## src/rtl/cu_pkg.sv

```systemverilog
// Purpose : shared constants and the decoded control bundle for the multi-cycle RV32I control unit.
// Latency : n/a (definitions only).
// Backpr. : n/a.
//
// Mux-select encodings (datapath side):
//   RS1_MUX : 0 rs1 register, 1 PC, 2 zero
//   RS2_MUX : 0 rs2 register, 1 immediate
//   REG_MUX : 0 ALU result, 1 LSU load data, 2 PC+4
//   LSU_MUX : 0 idle, 1 load (address from ALU), 2 store (address from ALU, data from rs2)
//   PC_MUX  : 0 PC+4, 1 branch target (taken decided by branch unit), 2 JAL target, 3 JALR target
package cu_pkg;

    // RV32I major opcodes
    localparam logic [6:0] OPC_LOAD     = 7'h03;
    localparam logic [6:0] OPC_MISC_MEM = 7'h0F;
    localparam logic [6:0] OPC_OP_IMM   = 7'h13;
    localparam logic [6:0] OPC_AUIPC    = 7'h17;
    localparam logic [6:0] OPC_STORE    = 7'h23;
    localparam logic [6:0] OPC_OP       = 7'h33;
    localparam logic [6:0] OPC_LUI      = 7'h37;
    localparam logic [6:0] OPC_BRANCH   = 7'h63;
    localparam logic [6:0] OPC_JALR     = 7'h67;
    localparam logic [6:0] OPC_JAL      = 7'h6F;
    localparam logic [6:0] OPC_SYSTEM   = 7'h73;

    // FSM state encoding (also visible on the STATE debug port)
    localparam logic [2:0] ST_FETCH  = 3'd0;
    localparam logic [2:0] ST_DECODE = 3'd1;
    localparam logic [2:0] ST_EXEC   = 3'd2;
    localparam logic [2:0] ST_MEM    = 3'd3;
    localparam logic [2:0] ST_WB     = 3'd4;
    localparam logic [2:0] ST_TRAP   = 3'd5;

    localparam logic [3:0] ALU_ADD  = 4'd0;
    localparam logic [3:0] ALU_SUB  = 4'd1;
    localparam logic [3:0] ALU_SLL  = 4'd2;
    localparam logic [3:0] ALU_SLT  = 4'd3;
    localparam logic [3:0] ALU_SLTU = 4'd4;
    localparam logic [3:0] ALU_XOR  = 4'd5;
    localparam logic [3:0] ALU_SRL  = 4'd6;
    localparam logic [3:0] ALU_SRA  = 4'd7;
    localparam logic [3:0] ALU_OR   = 4'd8;
    localparam logic [3:0] ALU_AND  = 4'd9;

    localparam logic [3:0] BR_BEQ  = 4'd0;
    localparam logic [3:0] BR_BNE  = 4'd1;
    localparam logic [3:0] BR_BLT  = 4'd2;
    localparam logic [3:0] BR_BGE  = 4'd3;
    localparam logic [3:0] BR_JAL  = 4'd4;
    localparam logic [3:0] BR_JALR = 4'd5;
    localparam logic [3:0] BR_BLTU = 4'd6;
    localparam logic [3:0] BR_BGEU = 4'd7;
    localparam logic [3:0] BR_NONE = 4'd15;

    localparam logic [2:0] LSU_SB = 3'd5;
    localparam logic [2:0] LSU_SH = 3'd6;
    localparam logic [2:0] LSU_SW = 3'd7;

    localparam logic [2:0] IMM_I = 3'd0;
    localparam logic [2:0] IMM_B = 3'd1;
    localparam logic [2:0] IMM_S = 3'd2;
    localparam logic [2:0] IMM_U = 3'd3;
    localparam logic [2:0] IMM_J = 3'd4;

    localparam logic [2:0] RS1_REG  = 3'd0;
    localparam logic [2:0] RS1_PC   = 3'd1;
    localparam logic [2:0] RS1_ZERO = 3'd2;
    localparam logic [2:0] RS2_REG  = 3'd0;
    localparam logic [2:0] RS2_IMM  = 3'd1;
    localparam logic [2:0] REG_ALU  = 3'd0;
    localparam logic [2:0] REG_LSU  = 3'd1;
    localparam logic [2:0] REG_PC4  = 3'd2;
    localparam logic [2:0] LSUM_IDLE  = 3'd0;
    localparam logic [2:0] LSUM_LOAD  = 3'd1;
    localparam logic [2:0] LSUM_STORE = 3'd2;
    localparam logic [2:0] PCM_PC4  = 3'd0;
    localparam logic [2:0] PCM_BR   = 3'd1;
    localparam logic [2:0] PCM_JAL  = 3'd2;
    localparam logic [2:0] PCM_JALR = 3'd3;

    // Sequencing class chosen in DECODE, consumed by EXEC/MEM
    localparam logic [1:0] KIND_WB = 2'd0;   // ALU, LUI, AUIPC, JAL, JALR, NOP
    localparam logic [1:0] KIND_BR = 2'd1;   // conditional branch
    localparam logic [1:0] KIND_LD = 2'd2;
    localparam logic [1:0] KIND_ST = 2'd3;

    typedef struct packed {
        logic [4:0] rs1_adr;
        logic [4:0] rs2_adr;
        logic [4:0] reg_adr;
        logic [3:0] alu_opt;
        logic [3:0] br_opt;
        logic [2:0] lsu_opt;
        logic [2:0] imm_type;
        logic [2:0] rs1_mux;
        logic [2:0] rs2_mux;
        logic [2:0] reg_mux;
        logic [2:0] lsu_mux;
        logic [2:0] pc_mux;
        logic [1:0] kind;
    } cu_ctrl_t;

    // funct3 (+ funct7[5] for SUB/SRA) -> ALU_OPT
    function automatic logic [3:0] alu_map(input logic [2:0] f3, input logic alt);
        logic [3:0] op;
        case (f3)
            3'd0:    op = alt ? ALU_SUB : ALU_ADD;
            3'd1:    op = ALU_SLL;
            3'd2:    op = ALU_SLT;
            3'd3:    op = ALU_SLTU;
            3'd4:    op = ALU_XOR;
            3'd5:    op = alt ? ALU_SRA : ALU_SRL;
            3'd6:    op = ALU_OR;
            default: op = ALU_AND;
        endcase
        return op;
    endfunction

    // Branch funct3 -> BR_OPT; the reserved funct3 values 2/3 leave the branch unit idle
    function automatic logic [3:0] br_map(input logic [2:0] f3);
        logic [3:0] op;
        case (f3)
            3'd0:    op = BR_BEQ;
            3'd1:    op = BR_BNE;
            3'd4:    op = BR_BLT;
            3'd5:    op = BR_BGE;
            3'd6:    op = BR_BLTU;
            3'd7:    op = BR_BGEU;
            default: op = BR_NONE;
        endcase
        return op;
    endfunction

endpackage

```

## src/rtl/cu_decode.sv

```systemverilog
// Purpose : combinational RV32I decoder, IR -> control bundle plus illegal flag.
// Latency : 0 cycles (pure logic; cu_fsm registers the result in DECODE).
// Backpr. : none.
// Ports   : ir (instruction register), ctrl (decoded fields), illegal (unknown opcode / bad funct7).
// Build   : CU_SYSTEM_NOP_EN makes FENCE (0x0F) and SYSTEM (0x73) decode as NOPs instead of illegal.
module cu_decode
    import cu_pkg::*;
(
    input  logic [31:0] ir,
    output cu_ctrl_t    ctrl,
    output logic        illegal
);

    logic [6:0] opcode;
    logic [2:0] f3;
    logic [6:0] f7;
    logic       f7_ok;

    assign opcode = ir[6:0];
    assign f3     = ir[14:12];
    assign f7     = ir[31:25];
    // Only the base/alternate funct7 encodings exist for ADD/SUB/SRL/SRA
    assign f7_ok  = (f7 == 7'h00) || (f7 == 7'h20);

    always_comb begin
        ctrl        = '0;
        ctrl.br_opt = BR_NONE;
        ctrl.kind   = KIND_WB;
        illegal     = 1'b0;
        case (opcode)
            OPC_OP: begin
                ctrl.rs1_adr = ir[19:15];
                ctrl.rs2_adr = ir[24:20];
                ctrl.reg_adr = ir[11:7];
                ctrl.alu_opt = alu_map(f3, f7[5]);
                if (((f3 == 3'd0) || (f3 == 3'd5)) && !f7_ok)
                    illegal = 1'b1;
            end
            OPC_OP_IMM: begin
                ctrl.rs1_adr = ir[19:15];
                ctrl.reg_adr = ir[11:7];
                ctrl.rs2_mux = RS2_IMM;
                ctrl.imm_type = IMM_I;
                // ADDI has no SUB form; only the shift-right immediate uses funct7[5]
                ctrl.alu_opt = alu_map(f3, (f3 == 3'd5) && f7[5]);
                if ((f3 == 3'd5) && !f7_ok)
                    illegal = 1'b1;
            end
            OPC_LUI: begin
                ctrl.reg_adr  = ir[11:7];
                ctrl.rs1_mux  = RS1_ZERO;
                ctrl.rs2_mux  = RS2_IMM;
                ctrl.imm_type = IMM_U;
            end
            OPC_AUIPC: begin
                ctrl.reg_adr  = ir[11:7];
                ctrl.rs1_mux  = RS1_PC;
                ctrl.rs2_mux  = RS2_IMM;
                ctrl.imm_type = IMM_U;
            end
            OPC_JAL: begin
                ctrl.reg_adr  = ir[11:7];
                ctrl.imm_type = IMM_J;
                ctrl.br_opt   = BR_JAL;
                ctrl.pc_mux   = PCM_JAL;
                ctrl.reg_mux  = REG_PC4;
            end
            OPC_JALR: begin
                ctrl.rs1_adr  = ir[19:15];
                ctrl.reg_adr  = ir[11:7];
                ctrl.rs2_mux  = RS2_IMM;
                ctrl.imm_type = IMM_I;
                ctrl.br_opt   = BR_JALR;
                ctrl.pc_mux   = PCM_JALR;
                ctrl.reg_mux  = REG_PC4;
            end
            OPC_BRANCH: begin
                ctrl.rs1_adr  = ir[19:15];
                ctrl.rs2_adr  = ir[24:20];
                ctrl.imm_type = IMM_B;
                ctrl.br_opt   = br_map(f3);
                ctrl.pc_mux   = PCM_BR;
                ctrl.kind     = KIND_BR;
            end
            OPC_LOAD: begin
                ctrl.rs1_adr  = ir[19:15];
                ctrl.reg_adr  = ir[11:7];
                ctrl.rs2_mux  = RS2_IMM;
                ctrl.imm_type = IMM_I;
                ctrl.lsu_opt  = f3;
                ctrl.reg_mux  = REG_LSU;
                ctrl.lsu_mux  = LSUM_LOAD;
                ctrl.kind     = KIND_LD;
            end
            OPC_STORE: begin
                ctrl.rs1_adr  = ir[19:15];
                ctrl.rs2_adr  = ir[24:20];
                ctrl.rs2_mux  = RS2_IMM;     // ALU forms the address; store data comes via LSU mux
                ctrl.imm_type = IMM_S;
                ctrl.lsu_mux  = LSUM_STORE;
                ctrl.kind     = KIND_ST;
                case (f3)
                    3'd0:    ctrl.lsu_opt = LSU_SB;
                    3'd1:    ctrl.lsu_opt = LSU_SH;
                    default: ctrl.lsu_opt = LSU_SW;
                endcase
            end
`ifdef CU_SYSTEM_NOP_EN
            // NOP: defaults leave reg_adr = 0, so WB suppresses the write
            OPC_MISC_MEM, OPC_SYSTEM: begin
                ctrl.kind = KIND_WB;
            end
`endif
            default: illegal = 1'b1;
        endcase
    end

endmodule

```

## src/rtl/cu_fsm.sv

```systemverilog
// Purpose : multi-cycle RV32I control unit, FETCH/DECODE/EXEC/MEM/WB sequencer with sticky TRAP.
// Latency : accept -> WRITE_ENB 3 cycles (ALU/LUI/AUIPC/JAL/JALR), 3 + MEM wait cycles for loads.
// Backpr. : INST_READY only in FETCH; MEM holds MEM_REQ until MEM_DONE or timeout trap.
// Ports   : CLK/RST (async active-high); MEM_INST/INST_VALID/INST_READY fetch handshake;
//           MEM_REQ/MEM_DONE LSU handshake; *_ADR, *_OPT, IMM_TYPE, *_MUX_SELECT datapath controls;
//           WRITE_ENB, MEM_WRITE_ENB, PC_EN strobes; TRAP sticky fault; STATE debug.
// Build   : CU_SYSTEM_NOP_EN (see cu_decode) turns FENCE/SYSTEM into NOPs.
// All outputs come straight from flops: each transition loads the values of the state being entered.
module cu_fsm
    import cu_pkg::*;
#(
    parameter int XLEN      = 32,
    parameter int RADR_W    = 5,
    parameter int TIMEOUT_W = 8
) (
    input  logic              CLK,
    input  logic              RST,
    input  logic [XLEN-1:0]   MEM_INST,
    input  logic              INST_VALID,
    output logic              INST_READY,
    input  logic              MEM_DONE,
    output logic              MEM_REQ,
    output logic [RADR_W-1:0] RS1_ADR,
    output logic [RADR_W-1:0] RS2_ADR,
    output logic [RADR_W-1:0] REG_ADR,
    output logic [3:0]        ALU_OPT,
    output logic [3:0]        BR_OPT,
    output logic [2:0]        LSU_OPT,
    output logic [2:0]        IMM_TYPE,
    output logic [2:0]        RS1_MUX_SELECT,
    output logic [2:0]        RS2_MUX_SELECT,
    output logic [2:0]        REG_MUX_SELECT,
    output logic [2:0]        LSU_MUX_SELECT,
    output logic [2:0]        PC_MUX_SELECT,
    output logic              WRITE_ENB,
    output logic              MEM_WRITE_ENB,
    output logic              PC_EN,
    output logic              TRAP,
    output logic [2:0]        STATE
);

    // Last idle count before the counter reaches 2^TIMEOUT_W-1
    localparam logic [TIMEOUT_W-1:0] TCNT_LAST = {{(TIMEOUT_W-1){1'b1}}, 1'b0};

    logic [2:0]           state;
    logic [XLEN-1:0]      ir;
    cu_ctrl_t             ctrl_q;
    cu_ctrl_t             dec_ctrl;
    logic                 dec_illegal;
    logic [TIMEOUT_W-1:0] tcnt;
    logic                 inst_ready;
    logic                 mem_req;
    logic                 mem_write_enb;
    logic                 write_enb;
    logic                 pc_en;
    logic                 trap;

    cu_decode u_decode (
        .ir      (ir),
        .ctrl    (dec_ctrl),
        .illegal (dec_illegal)
    );

    always_ff @(posedge CLK or posedge RST) begin
        if (RST) begin
            state         <= ST_FETCH;
            ir            <= '0;
            ctrl_q        <= '0;
            ctrl_q.br_opt <= BR_NONE;
            tcnt          <= '0;
            inst_ready    <= 1'b0;
            mem_req       <= 1'b0;
            mem_write_enb <= 1'b0;
            write_enb     <= 1'b0;
            pc_en         <= 1'b0;
            trap          <= 1'b0;
        end else begin
            // Single-cycle strobes fall by default
            write_enb <= 1'b0;
            pc_en     <= 1'b0;
            case (state)
                ST_FETCH: begin
                    inst_ready <= 1'b1;
                    if (INST_VALID && inst_ready) begin
                        ir         <= MEM_INST;
                        inst_ready <= 1'b0;
                        state      <= ST_DECODE;
                    end
                end
                ST_DECODE: begin
                    ctrl_q <= dec_ctrl;
                    if (dec_illegal) begin
                        trap  <= 1'b1;
                        state <= ST_TRAP;
                    end else begin
                        // Conditional branches update the PC during EXEC itself
                        pc_en <= (dec_ctrl.kind == KIND_BR);
                        state <= ST_EXEC;
                    end
                end
                ST_EXEC: begin
                    case (ctrl_q.kind)
                        KIND_BR: begin
                            inst_ready <= 1'b1;
                            state      <= ST_FETCH;
                        end
                        KIND_LD: begin
                            mem_req <= 1'b1;
                            state   <= ST_MEM;
                        end
                        KIND_ST: begin
                            mem_req       <= 1'b1;
                            mem_write_enb <= 1'b1;
                            state         <= ST_MEM;
                        end
                        default: begin
                            write_enb <= (ctrl_q.reg_adr != 5'd0);
                            pc_en     <= 1'b1;
                            state     <= ST_WB;
                        end
                    endcase
                end
                ST_MEM: begin
                    // Done is checked first so it wins against the terminal count
                    if (MEM_DONE) begin
                        mem_req       <= 1'b0;
                        mem_write_enb <= 1'b0;
                        tcnt          <= '0;
                        pc_en         <= 1'b1;
                        if (ctrl_q.kind == KIND_ST) begin
                            inst_ready <= 1'b1;
                            state      <= ST_FETCH;
                        end else begin
                            write_enb <= (ctrl_q.reg_adr != 5'd0);
                            state     <= ST_WB;
                        end
                    end else begin
                        tcnt <= tcnt + 1'b1;
                        if (tcnt == TCNT_LAST) begin
                            mem_req       <= 1'b0;
                            mem_write_enb <= 1'b0;
                            trap          <= 1'b1;
                            state         <= ST_TRAP;
                        end
                    end
                end
                ST_WB: begin
                    inst_ready <= 1'b1;
                    state      <= ST_FETCH;
                end
                ST_TRAP: begin
                    // Sticky until RST
                    inst_ready <= 1'b0;
                end
                default: begin
                    trap       <= 1'b1;
                    inst_ready <= 1'b0;
                    state      <= ST_TRAP;
                end
            endcase
        end
    end

    assign INST_READY     = inst_ready;
    assign MEM_REQ        = mem_req;
    assign RS1_ADR        = ctrl_q.rs1_adr;
    assign RS2_ADR        = ctrl_q.rs2_adr;
    assign REG_ADR        = ctrl_q.reg_adr;
    assign ALU_OPT        = ctrl_q.alu_opt;
    assign BR_OPT         = ctrl_q.br_opt;
    assign LSU_OPT        = ctrl_q.lsu_opt;
    assign IMM_TYPE       = ctrl_q.imm_type;
    assign RS1_MUX_SELECT = ctrl_q.rs1_mux;
    assign RS2_MUX_SELECT = ctrl_q.rs2_mux;
    assign REG_MUX_SELECT = ctrl_q.reg_mux;
    assign LSU_MUX_SELECT = ctrl_q.lsu_mux;
    assign PC_MUX_SELECT  = ctrl_q.pc_mux;
    assign WRITE_ENB      = write_enb;
    assign MEM_WRITE_ENB  = mem_write_enb;
    assign PC_EN          = pc_en;
    assign TRAP           = trap;
    assign STATE          = state;

endmodule

```

## config.mk

```make
export PLATFORM = sky130hd
export DESIGN_NAME = cu_fsm
export DESIGN_NICKNAME = d
export VERILOG_FILES = /design/src/rtl/cu_pkg.sv /design/src/rtl/cu_decode.sv /design/src/rtl/cu_fsm.sv
export SDC_FILE = /design/constraint.sdc
export NUM_CORES = 1
export LEC_CHECK = 0
export ABC_AREA = 1
export CAP_MARGIN = 20
export CELL_PAD_IN_SITES_DETAIL_PLACEMENT = 1
export CELL_PAD_IN_SITES_GLOBAL_PLACEMENT = 1
export CORE_UTILIZATION = 42
export DETAILED_ROUTE_END_ITERATION = 10
export GPL_TIMING_DRIVEN = 0
export PLACE_DENSITY_LB_ADDON = 0.1
export SKIP_CTS_REPAIR_TIMING = 1
export SLEW_MARGIN = 20
export SYNTH_ARGS = -nofsm -noshare
export SYNTH_HDL_FRONTEND = slang
export SYNTH_SLANG_ARGS = --single-unit
export TNS_END_PERCENT = 30
```

## constraint.sdc

```tcl
create_clock -name CLK -period 6.7 [get_ports CLK]
set_input_delay 1.34 -clock CLK [delete_from_list [all_inputs] [get_ports CLK]]
set_output_delay 1.34 -clock CLK [all_outputs]
set_load 0.05 [all_outputs]
```

==> results.sh, run 1 <==
export IMPL_run_status="complete, no violations"
export IMPL_cp_cell_sequence="buf_4 > clkdlybuf4s50_1"
export IMPL_grt_remaining_overflow=0
export IMPL_antenna_cells=0
export IMPL_power_ir_vdd_worst_uv=149
export IMPL_power_leakage_nw=2.66
export IMPL_tritoncts_num_sinks=88
export IMPL_ctsRootBufferMaster="sky130_fd_sc_hd__clkbuf_8"
export IMPL_critical_path_slowest_cell="sky130_fd_sc_hd__clkdlybuf4s50_1"
export IMPL_arrival_time_reported_for_the_critical_path_endpoint_ns=1.81
export IMPL_synthesis_instances=466
export IMPL_crit_reg2reg_launch="ir[6]"
export IMPL_routed_wirelength_um=11000
export IMPL_global_route_wire_length_before_repair_um=18800
export IMPL_ys_seq_area_share_pct=50.7
export IMPL_tritoncts_num_buffers=9
export IMPL_path_clk_slew_ns=0.09
export IMPL_detail_route_antenna_nets=0
export IMPL_pin_count_of_the_biggest_net_entering_global_routing=48
export IMPL_ys_top_cells_by_area="sky130_fd_sc_hd__dfrtp_1, sky130_fd_sc_hd__buf_4, sky130_fd_sc_hd__nand2_1"
export IMPL_report_final_hold_viol_count=0
export IMPL_post_drt_wl_per_cell_um=15.6
export IMPL_tritoncts_clock_tree="done"
export IMPL_startpoint_type="register"
export IMPL_remaining_drc_errors=0
export IMPL_hpwl_um=8400
export IMPL_hold_path_depth=2
export IMPL_die_width_um=104
export IMPL_r2r_cells=7
export IMPL_achievable_frequency_mhz=318
export IMPL_largest_stage_delay_worst_path_ns=0.79
export IMPL_power_density_over_the_cells_nw_per_um2=334
export IMPL_layout_drive_gt1_share_pct=22.3
export IMPL_timing_critical_path_required_ns=5.36
export IMPL_final_util_pct=56.2
export IMPL_minimum_clock_period_after_layout_ns=3.15
export IMPL_critical_path_reg2reg_endpoint="REG_ADR[2]"
export IMPL_drt_via_density=4.94
export IMPL_dr_first_iter_drc_count=92
export IMPL_fp_dieArea_um2=10800
export IMPL_slew_violations=0
export IMPL_final_nets=603
export IMPL_via_count=3474
export IMPL_worstSetupPathType="register to primary output"
export IMPL_worstHoldEndpoint="BR_OPT[1]"
export IMPL_clock_skew_final_ns=0.0104
export IMPL_finalCritPeriodShare_pct=46.9
export IMPL_ys_warnings_count=0
export IMPL_io_pins=89
export IMPL_clk_path_buf_depth=2
export IMPL_regToRegSetupSlack_ns=5.08
export IMPL_yosysTopAreaCell="sky130_fd_sc_hd__dfrtp_1"
export IMPL_critical_path_endpoint_type="primary output"
export IMPL_crit_fanout=2
export IMPL_htree_num_levels=3
export IMPL_quantity_of_i_o_buffers_inserted_on_ports=82
export IMPL_rsz0062_at_grt="no"
export IMPL_synth_edff_count=0
export IMPL_synthesis_area_per_instance_um2=9.34
export IMPL_grt_pass1_vias=3780
export IMPL_clock_latency_ns=0.37
export IMPL_final_critical_path_setup_slack_ns=3.55
export IMPL_worst_hold_startpoint="BR_OPT[1]"
export IMPL_synthDistinctLibCells=46
export IMPL_dpl_worst_slack_ns=3.81
export IMPL_placeableCoreArea_um2=9910
export IMPL_hold_path_class="register to register"
export IMPL_final_setup_viol_count=0
export IMPL_post_synth_instance_area_um2=4350
export IMPL_flow_area_growth_from_synthesis_pct=27.9
export IMPL_ys_ff_latch=88
export IMPL_finalInstanceArea_um2=5570
export IMPL_dominantRegCellSynth="sky130_fd_sc_hd__dfrtp_1"
export IMPL_rows=36
export IMPL_max_cap_viol_count=0
export IMPL_synth_async_sr_flop_share_pct=100
export IMPL_floorplan_initialDensity_pct=43.9
export IMPL_tightest_slew_ns=0.573
export IMPL_initial_antenna_violation_count=0
export IMPL_portion_of_synthesized_cell_area_occupied_by_the_leading_cell_type_pct=48.3
export IMPL_maxSlewHeadroom_pct=61.8
export IMPL_die_y_um=104
export IMPL_final_setup_tns_ns=0
export IMPL_drt_pass1_iterations=4
export IMPL_place_gp_congestion=0.824
export IMPL_grt_util_all_layers_pct=22.2
export IMPL_post_layout_total_power_mw=1.86
export IMPL_fillers=1173
export IMPL_place_area_um2=5390
[cell usage after synthesis, types with 3 or more instances]
cell / instances
sky130_fd_sc_hd__nor3_1: 3
sky130_fd_sc_hd__o21ai_0: 14
sky130_fd_sc_hd__buf_6: 4
sky130_fd_sc_hd__nor2_4: 4
sky130_fd_sc_hd__nand3_1: 27
sky130_fd_sc_hd__dfrtp_1: 84
sky130_fd_sc_hd__inv_2: 6
sky130_fd_sc_hd__dfstp_2: 4
sky130_fd_sc_hd__a21oi_1: 20
sky130_fd_sc_hd__nand2_2: 5
sky130_fd_sc_hd__nand2_1: 91
sky130_fd_sc_hd__xor2_1: 3
sky130_fd_sc_hd__buf_2: 4
sky130_fd_sc_hd__mux2_2: 20
sky130_fd_sc_hd__nand4_1: 5
sky130_fd_sc_hd__o211ai_1: 4
sky130_fd_sc_hd__o21ai_1: 11
sky130_fd_sc_hd__nor2_1: 39
sky130_fd_sc_hd__nor2_2: 5
sky130_fd_sc_hd__inv_1: 34
sky130_fd_sc_hd__buf_4: 48
[how the worst max path moves through the flow]
| stage | start | end | slack (ns) | depth (start not counted) |
|---|---|---|---|---|
| 3_5_place_dp | INST_VALID | ir[0] | 3.81 | 6 |
| 2_1_floorplan | RST | ALU_OPT[0] | 3.09 | 1 |
| 5_1_grt | BR_OPT[1] | BR_OPT[1] | 3.52 | 2 |
| 6_report | BR_OPT[2] | BR_OPT[2] | 3.55 | 2 |
| 4_1_cts | BR_OPT[2] | BR_OPT[2] | 3.53 | 2 |
| 3_3_place_gp | RST | ir[25] | 1.65 | 2 |
[sequential cells by signal, indices dropped and copies added, names as in the netlist, 4 cells and up]
signal	flops
ALU_OPT	4
BR_OPT	4
REG_ADR	5
RS1_ADR	5
RS2_ADR	5
ir	32
tcnt	8
[final cells by class]
cell class	instances	area, µm²	area share (%)
inverter	40	153	2.74
clock buffer	9	124	2.23
tap	133	166	2.99
sequential	88	2210	39.6
multi-input combinational	287	1590	28.5
buffer	56	425	7.64
clock inverter	7	55.1	0.989
timing repair buffer	83	848	15.2
[placed cells by master, fill, tap and decap left out, drive strengths merged, types with 2 or more instances in the layout]
| cell | Yosys | layout |
|---|---|---|
| clkbuf | 0 | 9 |
| xor2 | 3 | 3 |
| conb | 1 | 6 |
| o22ai | 2 | 2 |
| clkinv | 0 | 3 |
| dfrtp | 84 | 84 |
| buf | 56 | 57 |
| nand4 | 5 | 5 |
| mux2 | 23 | 23 |
| nor3 | 5 | 5 |
| a21oi | 21 | 21 |
| inv | 40 | 42 |
| o211ai | 5 | 5 |
| o21ai | 25 | 25 |
| dfstp | 4 | 4 |
| nor4 | 2 | 2 |
| clkdlybuf4s50 | 0 | 82 |
| nand2 | 96 | 96 |
| ha | 2 | 2 |
| nand3 | 30 | 30 |
| clkinvlp | 0 | 2 |
| nor2 | 48 | 48 |
[worst max-delay path: cells and delay by family, from the launching register on]
family | cells | cell delay, ns
flops | 1 | 0.55
buf+inv | 2 | 0.89
[where the power goes]
part	switching [mW]	total, mW	internal, mW
Clock	0.202	0.339	0.138
Combinational	0.451	0.742	0.292
Sequential	0.112	0.780	0.668
[cell families after synthesis]
logic type,share of synthesized area [%]
other,0.0862
muxes,6.12
xor gates and xnor gates,0.805
buffers and inverters,13.2
AOI/OAI and AO/OA,8.68
adders and majority gates,0.575
and+or+nand+nor,19.8
DFF,50.7
[per-layer routing]
metal  GRT usage [%]  vias up  routed length, µm
met5               0        -                  0
met4            8.27        0                165
met3            2.89       12                306
met2            38.6       71               5690
met1            28.1     1720               4790
li1                -     1671                  -
[metrics by stage]
| stage | hold slack, ns | instances |
|---|---|---|
| floorplan | 0.441 | 471 |
| global placement | 0.450 | 686 |
| detailed placement | 0.462 | 687 |
| CTS | 0.476 | 703 |
| global route | 0.502 | 703 |
| finish | 0.473 | 703 |
Note: power is estimated with default switching activity, not from simulation.
==> inputs of run 2 (changes only) <==
- CORE_UTILIZATION: 42 -> 35
- clock period: 6.7 -> 2.6 ns (I/O delays scaled with it)
==> results.sh, run 2 (synthesized netlist as in run 1, its figures left out) <==
export IMPL_run_status="complete, no violations"
export IMPL_final_setup_tns_ns=0
export IMPL_tritoncts_num_buffers=9
export IMPL_minimum_clock_period_after_layout_ns=2.29
export IMPL_via_count=3452
export IMPL_dr_first_iter_drc_count=96
export IMPL_worstHoldEndpoint="BR_OPT[1]"
export IMPL_achievable_frequency_mhz=437
export IMPL_rsz0062_at_grt="no"
export IMPL_report_final_hold_viol_count=0
export IMPL_critical_path_reg2reg_endpoint="REG_ADR[0]"
export IMPL_dpl_worst_slack_ns=0.548
export IMPL_fillers=1420
export IMPL_clock_latency_ns=0.34
export IMPL_quantity_of_i_o_buffers_inserted_on_ports=82
export IMPL_critical_path_endpoint_type="primary output"
export IMPL_ff_latch_area_um2=2210
export IMPL_routed_wirelength_um=11000
export IMPL_regMostFlops="ir"
export IMPL_die_width_um=114
export IMPL_drt_via_density=4.68
export IMPL_hold_path_depth=2
export IMPL_initial_antenna_violation_count=0
export IMPL_startpoint_type="register"
export IMPL_arrival_time_reported_for_the_critical_path_endpoint_ns=1.77
export IMPL_r2r_cells=7
export IMPL_slew_violations=0
export IMPL_clk_path_buf_depth=2
export IMPL_power_ir_vdd_worst_uv=372
export IMPL_largest_register_ffs=32
export IMPL_flow_area_growth_from_synthesis_pct=32.0
export IMPL_finalNonFillerCells=738
export IMPL_detail_route_antenna_nets=0
export IMPL_hold_path_class="register to register"
export IMPL_drt_pass1_iterations=4
export IMPL_final_setup_viol_count=0
export IMPL_grt_util_all_layers_pct=18.7
export IMPL_grt_pass1_vias=3656
export IMPL_most_common_layout_cells="sky130_fd_sc_hd__nand2_1, sky130_fd_sc_hd__dfrtp_1, sky130_fd_sc_hd__clkdlybuf4s50_1, sky130_fd_sc_hd__buf_4, sky130_fd_sc_hd__nor2_1"
export IMPL_pin_count_of_the_biggest_net_entering_global_routing=32
export IMPL_ctsRootBufferMaster="sky130_fd_sc_hd__clkbuf_16"
export IMPL_multi_input_gate_area_um2=1590
export IMPL_tightest_slew_ns=0.549
export IMPL_max_cap_viol_count=0
export IMPL_worstSetupPathType="register to primary output"
export IMPL_grt_remaining_overflow=0
export IMPL_maxSlewHeadroom_pct=63.1
export IMPL_final_critical_path_setup_slack_ns=0.310
export IMPL_placed_cells_incl_taps=724
export IMPL_rows=40
export IMPL_tritoncts_clock_tree="done"
export IMPL_timing_critical_path_required_ns=2.08
export IMPL_placeableCoreArea_um2=12100
export IMPL_layout_commonest_cell="sky130_fd_sc_hd__nand2_1"
export IMPL_crit_fanout=2
export IMPL_clock_skew_final_ns=0.00681
export IMPL_post_drt_wl_per_cell_um=14.9
export IMPL_crit_reg2reg_launch="ir[6]"
export IMPL_tritoncts_num_sinks=88
export IMPL_floorplan_initialDensity_pct=36.1
export IMPL_worst_hold_startpoint="BR_OPT[1]"
export IMPL_remaining_drc_errors=0
export IMPL_antenna_cells=0
export IMPL_power_leakage_nw=2.72
export IMPL_place_gp_congestion=0.819
export IMPL_hpwl_um=8490
export IMPL_final_util_pct=47.6
export IMPL_path_clk_slew_ns=0.06
export IMPL_layout_drive_gt1_share_pct=21.6
export IMPL_fp_dieArea_um2=12900
export IMPL_reg_top3="ir: 32 flops, tcnt: 8 flops"
export IMPL_regToRegSetupSlack_ns=0.92
export IMPL_io_pins=89
export IMPL_finalCritPeriodShare_pct=88.1
export IMPL_global_route_wire_length_before_repair_um=18400
export IMPL_die_y_um=114
export IMPL_final_nets=605
export IMPL_power_density_over_the_cells_nw_per_um2=896
export IMPL_htree_num_levels=3
==> run 2: layer usage <==
| metal | GRT usage [%] | routed length [µm] |
|---|---|---|
| met3 | 2.76 | 270 |
| met2 | 31.1 | 5360 |
| met5 | 0 | 0 |
| met4 | 7.37 | 170 |
| met1 | 24.6 | 5230 |
==> run 2: worst max path at each step <==
stage                     startpoint   endpoint  slack [ns]
after floorplan             STATE[2]     ir[20]        0.98
after detailed placement  INST_VALID      ir[0]        0.55
after global routing       BR_OPT[1]  BR_OPT[1]        0.27
after CTS                  BR_OPT[2]  BR_OPT[2]        0.29
after global placement           RST     ir[25]        0.03
final                      BR_OPT[2]  BR_OPT[2]        0.31
==> run 2: worst max-delay path: stages (launching register included) <==
cell	delay [ns]
sky130_fd_sc_hd__dfstp_2	0.54
sky130_fd_sc_hd__buf_4	0.10
sky130_fd_sc_hd__clkdlybuf4s50_1	0.79
==> run 2: metrics by stage <==
step / instance area (µm²) / total power, mW / hold WS (ns)
3_5_place_dp: 5470 / 3.97 / 0.454
3_3_place_gp: 5410 / 3.89 / 0.446
6_report: 5740 / 5.15 / 0.471
4_1_cts: 5740 / 5.22 / 0.471
5_1_grt: 5740 / 5.46 / 0.488
2_1_floorplan: 4370 / 3.35 / 0.441
==> run 2: layout make-up <==
class | count | share of cell area (%)
Buffer | 56 | 7.41
Clock buffer | 13 | 4.18
Clock inverter | 1 | 0.523
Inverter | 40 | 2.68
Multi-Input combinational cell | 287 | 27.6
Sequential cell | 88 | 38.4
Tap cell | 168 | 3.66
Timing Repair Buffer | 85 | 15.5
==> run 2: where the power goes <==
group          switching, mW  internal [mW]
Combinational           1.16          0.758
Clock                  0.488          0.735
Sequential             0.281           1.73
==> inputs of run 3 (changes only) <==
- CORE_MARGIN: unset -> 10
==> results.sh, run 3 (synthesized netlist as in run 1, its figures left out) <==
export IMPL_rows=40
export IMPL_regToRegSetupSlack_ns=0.88
export IMPL_pin_count_of_the_biggest_net_entering_global_routing=34
export IMPL_worstHoldEndpoint="BR_OPT[3]"
export IMPL_place_gp_congestion=0.806
export IMPL_most_common_layout_cells="sky130_fd_sc_hd__nand2_1, sky130_fd_sc_hd__dfrtp_1, sky130_fd_sc_hd__clkdlybuf4s50_1, sky130_fd_sc_hd__buf_4, sky130_fd_sc_hd__nor2_1"
export IMPL_clock_skew_final_ns=0.00867
export IMPL_max_cap_viol_count=0
export IMPL_critical_path_endpoint_type="primary output"
export IMPL_floorplan_initialDensity_pct=35.9
export IMPL_hpwl_um=9120
export IMPL_finalNonFillerCells=739
export IMPL_tritoncts_num_sinks=88
export IMPL_hold_path_depth=2
export IMPL_report_final_hold_viol_count=0
export IMPL_post_layout_total_power_mw=5.18
export IMPL_antenna_cells=0
export IMPL_clock_latency_ns=0.35
export IMPL_power_leakage_nw=2.72
export IMPL_drt_via_density=4.62
export IMPL_grt_remaining_overflow=0
export IMPL_ctsRootBufferMaster="sky130_fd_sc_hd__clkbuf_16"
export IMPL_layout_commonest_cell="sky130_fd_sc_hd__nand2_1"
export IMPL_top_delay_family_on_crit_path="buffers and inverters"
export IMPL_place_area_um2=5450
export IMPL_fin_hold_ws_ns=0.462
export IMPL_finalInstanceArea_um2=5730
export IMPL_fillers=1419
export IMPL_final_setup_tns_ns=0
export IMPL_finalCritPeriodShare_pct=89.0
export IMPL_dpl_worst_slack_ns=0.501
export IMPL_met1_track_utilization_from_global_routing_pct=17.2
export IMPL_critical_path_slowest_cell="sky130_fd_sc_hd__clkdlybuf4s50_1"
export IMPL_r2r_cells=7
export IMPL_run_status="complete, no violations"
export IMPL_layout_drive_gt1_share_pct=22.1
export IMPL_maxSlewHeadroom_pct=60.1
export IMPL_tightest_slew_ns=0.598
export IMPL_startpoint_type="register"
export IMPL_grt_busiest_layer="met2"
export IMPL_routed_wirelength_um=12000
export IMPL_reg_top3="ir: 32 flops, tcnt: 8 flops"
export IMPL_arrival_time_reported_for_the_critical_path_endpoint_ns=1.79
export IMPL_grt_met2_usage_pct=23.6
export IMPL_timing_critical_path_required_ns=2.08
export IMPL_critical_path_reg2reg_endpoint="REG_ADR[2]"
export IMPL_largest_stage_delay_worst_path_ns=0.79
export IMPL_regMostFlops="ir"
export IMPL_crit_fanout=2
export IMPL_fp_dieArea_um2=17300
export IMPL_cp_cell_sequence="buf_4 > clkdlybuf4s50_1"
export IMPL_grt_use_met3_pct=3.66
export IMPL_die_y_um=132
export IMPL_clk_path_buf_depth=2
export IMPL_largest_register_ffs=32
export IMPL_hold_path_class="register to register"
export IMPL_dr_first_iter_drc_count=140
export IMPL_flow_area_growth_from_synthesis_pct=31.7
export IMPL_final_nets=604
export IMPL_grt_pass1_vias=3818
export IMPL_io_pins=89
export IMPL_power_ir_vdd_worst_uv=424
export IMPL_quantity_of_i_o_buffers_inserted_on_ports=82
export IMPL_drt_pass1_iterations=4
export IMPL_placed_cells_incl_taps=723
export IMPL_grt_util_all_layers_pct=14.2
export IMPL_minimum_clock_period_after_layout_ns=2.31
export IMPL_worst_hold_startpoint="BR_OPT[3]"
export IMPL_tritoncts_num_buffers=9
export IMPL_detail_route_antenna_nets=0
export IMPL_initial_antenna_violation_count=0
export IMPL_via_count=3415
export IMPL_final_util_pct=47.3
export IMPL_post_drt_wl_per_cell_um=16.2
export IMPL_path_clk_slew_ns=0.07
export IMPL_final_critical_path_setup_slack_ns=0.286
export IMPL_remaining_drc_errors=0
export IMPL_placeableCoreArea_um2=12100
export IMPL_final_setup_viol_count=0
export IMPL_die_width_um=132
export IMPL_achievable_frequency_mhz=432
export IMPL_bufs_and_invs_on_worst_path=2
export IMPL_crit_reg2reg_launch="ir[6]"
export IMPL_slew_violations=0
export IMPL_global_route_wire_length_before_repair_um=19900
export IMPL_power_density_over_the_cells_nw_per_um2=904
export IMPL_worstSetupPathType="register to primary output"
export IMPL_htree_num_levels=3
export IMPL_rsz0062_at_grt="no"
export IMPL_tritoncts_clock_tree="done"
## run 3: cell types whose count changed in the layout (fill, tap and decap cells not counted), sizes merged
cell	previous run	this run
buf	59	58
bufinv	1	0
clkbuf	13	14
clkinv	0	1
clkinvlp	1	2
## run 3: how the worst max path moves through the flow
stage,slack (ns),to,depth (start not counted),from
after floorplan,0.98,ir[20],4,STATE[2]
after global placement,0.04,ir[29],2,RST
after detailed placement,0.50,ir[1],6,INST_VALID
after CTS,0.27,BR_OPT[2],2,BR_OPT[2]
after global routing,0.24,BR_OPT[2],2,BR_OPT[2]
final,0.29,BR_OPT[2],2,BR_OPT[2]
## run 3: area by class of cell
type	instances	area [µm²]	area share, %
sequential	88	2210	38.5
buffer	56	425	7.42
multi-input combinational	287	1590	27.7
clock inverter	2	12.5	0.218
clock buffer	14	274	4.78
tap	168	210	3.67
inverter	40	154	2.69
timing repair buffer	84	861	15.0
## run 3: power by group
part | switching, mW | internal, mW
Combinational | 1.17 | 0.753
Clock | 0.531 | 0.726
Sequential | 0.277 | 1.72
## run 3: tightest hold or removal path, delay by kind of cell, from the launching register on
kind | cells | cell delay (ns)
buffers and inverters | 1 | 0.04
flip-flops | 1 | 0.37
AO/OA/AOI/OAI | 1 | 0.05
## run 3: per-layer routing
| metal | part of all wire, % | up-vias |
|---|---|---|
| met1 | 46 | 1666 |
| met5 | 0 | - |
| li1 | - | 1682 |
| met2 | 48 | 56 |
| met3 | 4.4 | 11 |
| met4 | 1.3 | 0 |
